$ cat src/rtl/corerfd_freq_window_check.sv
// corerfd_freq_window_check
// Counts rising edges of evt_in inside each sample window delimited by the
// sample counter's last_sample_cnt / timeout pulses. At each valid window close
// it publishes the count, compares it against inclusive thresholds and drives
// a hysteretic lock state machine (UNLOCKED -> ACQUIRE -> LOCKED).
module corerfd_freq_window_check #(
  parameter int CNT_W  = 16,
  parameter int HYST_N = 3
) (
  input  logic             clk,
  input  logic             rstn,
  input  logic             en,
  input  logic             timeout,
  input  logic             last_sample_cnt,
  input  logic             evt_in,
  input  logic [CNT_W-1:0] lo_thresh,
  input  logic [CNT_W-1:0] hi_thresh,
  output logic [CNT_W-1:0] count_out,
  output logic             count_valid,
  output logic             in_range,
  output logic             overflow,
  output logic             lock,
  output logic             lock_lost
);

  localparam logic [CNT_W-1:0] ACC_MAX = {CNT_W{1'b1}};
  localparam logic [3:0]       HYST_L  = 4'(HYST_N);

  typedef enum logic [1:0] {
    ST_UNLOCKED = 2'd0,
    ST_ACQUIRE  = 2'd1,
    ST_LOCKED   = 2'd2
  } state_t;

  // Saturating increment; MSB of the result flags an increment attempted at
  // the saturation value (the accumulator itself never wraps).
  function automatic logic [CNT_W:0] sat_inc(input logic [CNT_W-1:0] a,
                                             input logic             inc);
    logic [CNT_W:0] res;
    if (!inc) begin
      res = {1'b0, a};
    end else if (a == ACC_MAX) begin
      res = {1'b1, a};
    end else begin
      res = {1'b0, a + CNT_W'(1)};
    end
    return res;
  endfunction

  logic             r_evt_q;
  logic [CNT_W-1:0] r_acc;
  logic             r_ovf;
  logic             r_armed;
  logic             r_first_win;
  state_t           r_state;
  logic [3:0]       r_good_cnt;

  logic             w_edge;
  logic             w_sat_now;
  logic [CNT_W-1:0] w_final;
  logic             w_ovf_now;
  logic             w_valid_to;
  logic             w_in_range_now;
  logic [3:0]       w_good_inc;

  // Edge detect, window-close count (including an edge in the timeout cycle),
  // timeout qualification and the threshold comparison.
  always_comb begin
    w_edge                = evt_in & ~r_evt_q;
    {w_sat_now, w_final}  = sat_inc(r_acc, w_edge);
    w_ovf_now             = r_ovf | w_sat_now;
    w_valid_to            = en & timeout & r_armed & ~r_first_win;
    w_in_range_now        = ~w_ovf_now & (lo_thresh <= w_final) & (w_final <= hi_thresh);
    w_good_inc            = r_good_cnt + 4'd1;
  end

  // Previous evt_in sample; held low while disabled so a high input at enable
  // counts as one edge.
  always_ff @(posedge clk or negedge rstn) begin
    if (!rstn) begin
      r_evt_q <= 1'b0;
    end else if (!en) begin
      r_evt_q <= 1'b0;
    end else begin
      r_evt_q <= evt_in;
    end
  end

  // Edge accumulator with sticky saturation flag; restarts after every timeout.
  always_ff @(posedge clk or negedge rstn) begin
    if (!rstn) begin
      r_acc <= '0;
      r_ovf <= 1'b0;
    end else if (!en || timeout) begin
      r_acc <= '0;
      r_ovf <= 1'b0;
    end else begin
      r_acc <= w_final;
      r_ovf <= w_ovf_now;
    end
  end

  // Window arming: a window is complete only if last_sample_cnt preceded the
  // timeout; the first window after reset or enable is always partial.
  always_ff @(posedge clk or negedge rstn) begin
    if (!rstn) begin
      r_armed     <= 1'b0;
      r_first_win <= 1'b1;
    end else begin
      if (timeout) begin
        r_armed <= 1'b0;
      end else if (last_sample_cnt) begin
        r_armed <= 1'b1;
      end else begin
        r_armed <= r_armed;
      end
      if (!en) begin
        r_first_win <= 1'b1;
      end else if (timeout) begin
        r_first_win <= 1'b0;
      end else begin
        r_first_win <= r_first_win;
      end
    end
  end

  // Result registers: updated only on a valid window close, held otherwise
  // (including while disabled).
  always_ff @(posedge clk or negedge rstn) begin
    if (!rstn) begin
      count_out   <= '0;
      count_valid <= 1'b0;
      in_range    <= 1'b0;
      overflow    <= 1'b0;
    end else begin
      count_valid <= w_valid_to;
      if (w_valid_to) begin
        count_out <= w_final;
        overflow  <= w_ovf_now;
        in_range  <= w_in_range_now;
      end
    end
  end

  // Hysteretic lock FSM with registered lock / lock_lost; advances only on
  // valid timeouts and is forced to UNLOCKED (silently) while disabled.
  always_ff @(posedge clk or negedge rstn) begin
    if (!rstn) begin
      r_state    <= ST_UNLOCKED;
      r_good_cnt <= 4'd0;
      lock       <= 1'b0;
      lock_lost  <= 1'b0;
    end else if (!en) begin
      r_state    <= ST_UNLOCKED;
      r_good_cnt <= 4'd0;
      lock       <= 1'b0;
      lock_lost  <= 1'b0;
    end else begin
      lock_lost <= 1'b0;
      if (w_valid_to) begin
        case (r_state)
          ST_UNLOCKED: begin
            if (w_in_range_now) begin
              r_good_cnt <= 4'd1;
              if (HYST_L == 4'd1) begin
                r_state <= ST_LOCKED;
                lock    <= 1'b1;
              end else begin
                r_state <= ST_ACQUIRE;
              end
            end
          end
          ST_ACQUIRE: begin
            if (w_in_range_now) begin
              r_good_cnt <= w_good_inc;
              if (w_good_inc == HYST_L) begin
                r_state <= ST_LOCKED;
                lock    <= 1'b1;
              end
            end else begin
              r_state    <= ST_UNLOCKED;
              r_good_cnt <= 4'd0;
            end
          end
          ST_LOCKED: begin
            if (!w_in_range_now) begin
              r_state    <= ST_UNLOCKED;
              r_good_cnt <= 4'd0;
              lock       <= 1'b0;
              lock_lost  <= 1'b1;
            end
          end
          default: begin
            r_state    <= ST_UNLOCKED;
            r_good_cnt <= 4'd0;
            lock       <= 1'b0;
          end
        endcase
      end
    end
  end

endmodule

$ cat config.mk
export PLATFORM = sky130hd
export DESIGN_NAME = corerfd_freq_window_check
export DESIGN_NICKNAME = d
export VERILOG_FILES = /design/src/rtl/corerfd_freq_window_check.sv
export SDC_FILE = /design/constraint.sdc
export NUM_CORES = 1
export LEC_CHECK = 0
export CORE_ASPECT_RATIO = 1.1
export CORE_MARGIN = 1.5
export CORE_UTILIZATION = 47
export DETAILED_ROUTE_END_ITERATION = 7
export PLACE_DENSITY_LB_ADDON = 0.25
export SYNTH_ARGS = -nofsm -noshare
export SYNTH_HDL_FRONTEND = slang
export SYNTH_SLANG_ARGS = --single-unit
$ cat constraint.sdc
create_clock -name clk -period 3.9 [get_ports clk]
set_input_delay 0.78 -clock clk [delete_from_list [all_inputs] [get_ports clk]]
set_output_delay 0.78 -clock clk [all_outputs]
set_load 0.01 [all_outputs]
==> flow_summary_export.csv <==
group,metric,value,unit
floorplan,die_h,86.0,um
global_routing,grt_start_max_net_pins,48,
yosys,syn-num-nets,404,
pwr,p_sw,0.000251,W
global_routing,grt_usage,0.240,
yosys,synthDistinctLibCells,49,
detailed_routing,drt_iter0_drc,186,
worst_setup_path,crit_type,"register to register",
cts,insertion_delay,0.30,ns
pwr,ir_worst_vdd,0.148,mV
yosys,synth-edff-count,0,
yosys,async_flop_share,1.00,
worst_setup_path,crit_path_end_kind,"register",
cts,cts.reportedPaths.clkPinSlew,0.09,ns
pwr,p_leak,2.05,nW
timing,rsz0062_at_grt,"yes",
placement,placement.io_buffers,58,
cts,cts_buffer_depth,2,
placement,dp_hpwl,5620,um
timing,setup_ws,0.0144,ns
job,max-cap-violations,0,
yosys,synthFlopType,"dfrtp_1",
placement,routabilityCongestion,0.881,
floorplan,pin_count,59,
timing,max_freq,0.257,GHz
detailed_routing,vias,2773,
worst_setup_path,path_cells,"nand4_1, nor3_2, and3_4, and4_4, nand3_4, mux2i_4, buf_6, ha_4, a21oi_2, nand2_2, a221o_1, a211o_1, buf_4, buf_4, a32o_1, o41ai_2",
cts,cts_made_buffers,5,
global_routing,overflow,0,
worst_setup_path,crit_arrival,4.09,ns
timing,fin_crit,3.89,ns
global_routing,grt_antenna_before_repair,0,
yosys,synth_top_area_frac,0.391,
pwr,comb_power_share,0.169,
yosys,seq_area_frac_synth,0.400,
timing,fin_skew,0.00833,ns
detailed_routing,drtPass1Iterations,4,
yosys,synth_warnings,0,
floorplan,initial_core_util,0.481,
cts,cts_tree,"built",
floorplan,dieWidth,78.5,um
worst_setup_path,startpoint_type,"register",
yosys,yosys.area.top_type,"dfrtp_1",
floorplan,rows,30,
yosys,ys_ff_latch,47,
finish,final_cell_mix,"clkdlybuf4s50_1 (56), buf_4 (51), dfrtp_1 (46)",
detailed_routing,wire_per_inst,15.0,um
finish,drive_above_1_share,0.258,
pwr,p_int,0.000709,W
timing,whs,0.486,ns
timing,worst_pin_slew,1.04,ns
detailed_routing,wl,7840,um
finish,finalNetCount,514,
worst_setup_path,max_stage_delay,0.35,ns
outcome,status,"completed",
cts,clock-sinks,47,
cts,cts_root_buffer,"clkbuf_8",
timing,hold_viol,0,
worst_hold_path,hold_path.class,"register to register",
global_routing,grt_pass1_vias,2723,
pwr,pwr-share-seq,0.527,
floorplan,dieArea,6750,um^2
worst_setup_path,crit_top_cell,"buf_4",
detailed_routing,final_antenna_net_count,0,
timing,final_max_slew_viol_count,0,
finish,antenna_cells,0,
placement,post-place-ws,-0.601,ns
pwr,p_per_area,220,nW/um^2
timing,slew_headroom,0.307,
finish,final_util,0.712,
global_routing,grt_pass1_wl,12600,um
pwr,clkPwrFrac,0.305,
yosys,syn_area_per_cell,8.89,um^2
worst_setup_path,path_max_fanout,6,
finish,synthToLayoutAreaGrowth,48.0,%
finish,final_common_cell,"clkdlybuf4s50_1",
timing,setup_viol_count_final,0,
detailed_routing,vias_per_cell,5.31,
pwr,p_sw_frac,0.261,
worst_setup_path,slowest_stage,"dfrtp_1",
yosys,synthTopCellsByArea,"dfrtp_1 (39%), ha_1 (15%), nand2_1 (5.1%)",
floorplan,coreArea,6120,um^2
timing,finalCritPeriodShare,0.996,
cts,htreeDepth,2,
detailed_routing,drc,0,
worst_setup_path,r2r_slack,0.01,ns
yosys,synth_cells,331,
yosys,synthesis.area,2940,um^2
worst_setup_path,cp.required,4.10,ns
[per-layer routing]
layer,routed length [um],global-route usage
met5,0,0
met4,214,0.0828
met3,298,0.0351
met2,3970,0.422
met1,3360,0.301
[final timing paths]
kind	end	cells after the start	start
max	r_state[1]	16	r_acc[5]
max reg2reg	r_state[1]	16	r_acc[5]
min reg2reg	count_out[10]	2	count_out[10]
max in group asynchronous	r_acc[0]	1	rstn
min in group asynchronous	count_out[7]	1	rstn
min	count_out[10]	2	count_out[10]
[logic make-up after synthesis]
| kind of cell | synth area share |
|---|---|
| AND/OR/NAND/NOR | 0.200 |
| AO/OA/AOI/OAI | 0.136 |
| buffers and inverters | 0.0646 |
| flip-flops | 0.400 |
| adder cells (fa/ha/maj) | 0.149 |
| XOR/XNOR | 0.0387 |
| multiplexers | 0.0119 |
[sequential cells by signal, indices dropped and copies added, names as in the netlist, 2 cells and up]
name / flops
count_out: 16
r_acc: 16
r_good_cnt: 4
r_state: 2
[critical path: cells and delay by family, from the launching register on]
| kind | cells | cell delay [ns] |
|---|---|---|
| adder cells (fa/ha/maj) | 1 | 0.24 |
| AO/OA/AOI/OAI | 5 | 1.44 |
| flip-flops | 1 | 0.35 |
| AND/OR/NAND/NOR | 6 | 1.14 |
| buffers and inverters | 3 | 0.40 |
| multiplexers | 1 | 0.21 |
[power groups by stage]
| stage | clock [W] | sequential (W) | combinational, W |
|---|---|---|---|
| floorplan | 0 | 0.000516 | 0.0000603 |
| global placement | 0 | 0.000514 | 0.000144 |
| detailed placement | 0 | 0.000515 | 0.000147 |
| CTS | 0.000295 | 0.000505 | 0.000151 |
| global route | 0.000315 | 0.000507 | 0.000180 |
| finish | 0.000292 | 0.000506 | 0.000162 |
[metrics by stage]
step	cell area, um^2	setup TNS, ns	total power, W	instances
floorplan	2960	0	0.000576	331
CTS	4130	0	0.000952	515
detailed placement	3920	-4.13	0.000662	504
global route	4360	-0.894	0.00100	522
global placement	3920	-2.86	0.000658	504
finish	4360	0	0.000960	522
[repair_timing]
| item | CTS | global route |
|---|---|---|
| gates resized for setup | 22 | 37 |
| setup buffers | 3 | 8 |
| hold buffers | 0 | 0 |
| pin swaps | 15 | 28 |
| endpoints found under the setup margin | 7 | 9 |
[cell usage after synthesis, drive strengths merged (5+ instances only)]
library cell   n
dfrtp         46
nand2         40
inv           39
ha            35
nor2          32
o21ai         30
a21oi         15
nand3         10
nand4         10
xor2           7
xnor2          6
clkbuf         5
nor2b          5
[area by class of cell]
type	count	area, um^2
Timing Repair Buffer	111	980
Clock buffer	6	72.6
Clock inverter	2	12.5
Inverter	39	146
Sequential cell	47	1180
Tap cell	80	100
Multi-Input combinational cell	237	1870
Fill cell	459	1760
Power figures use the tool's default switching activity.
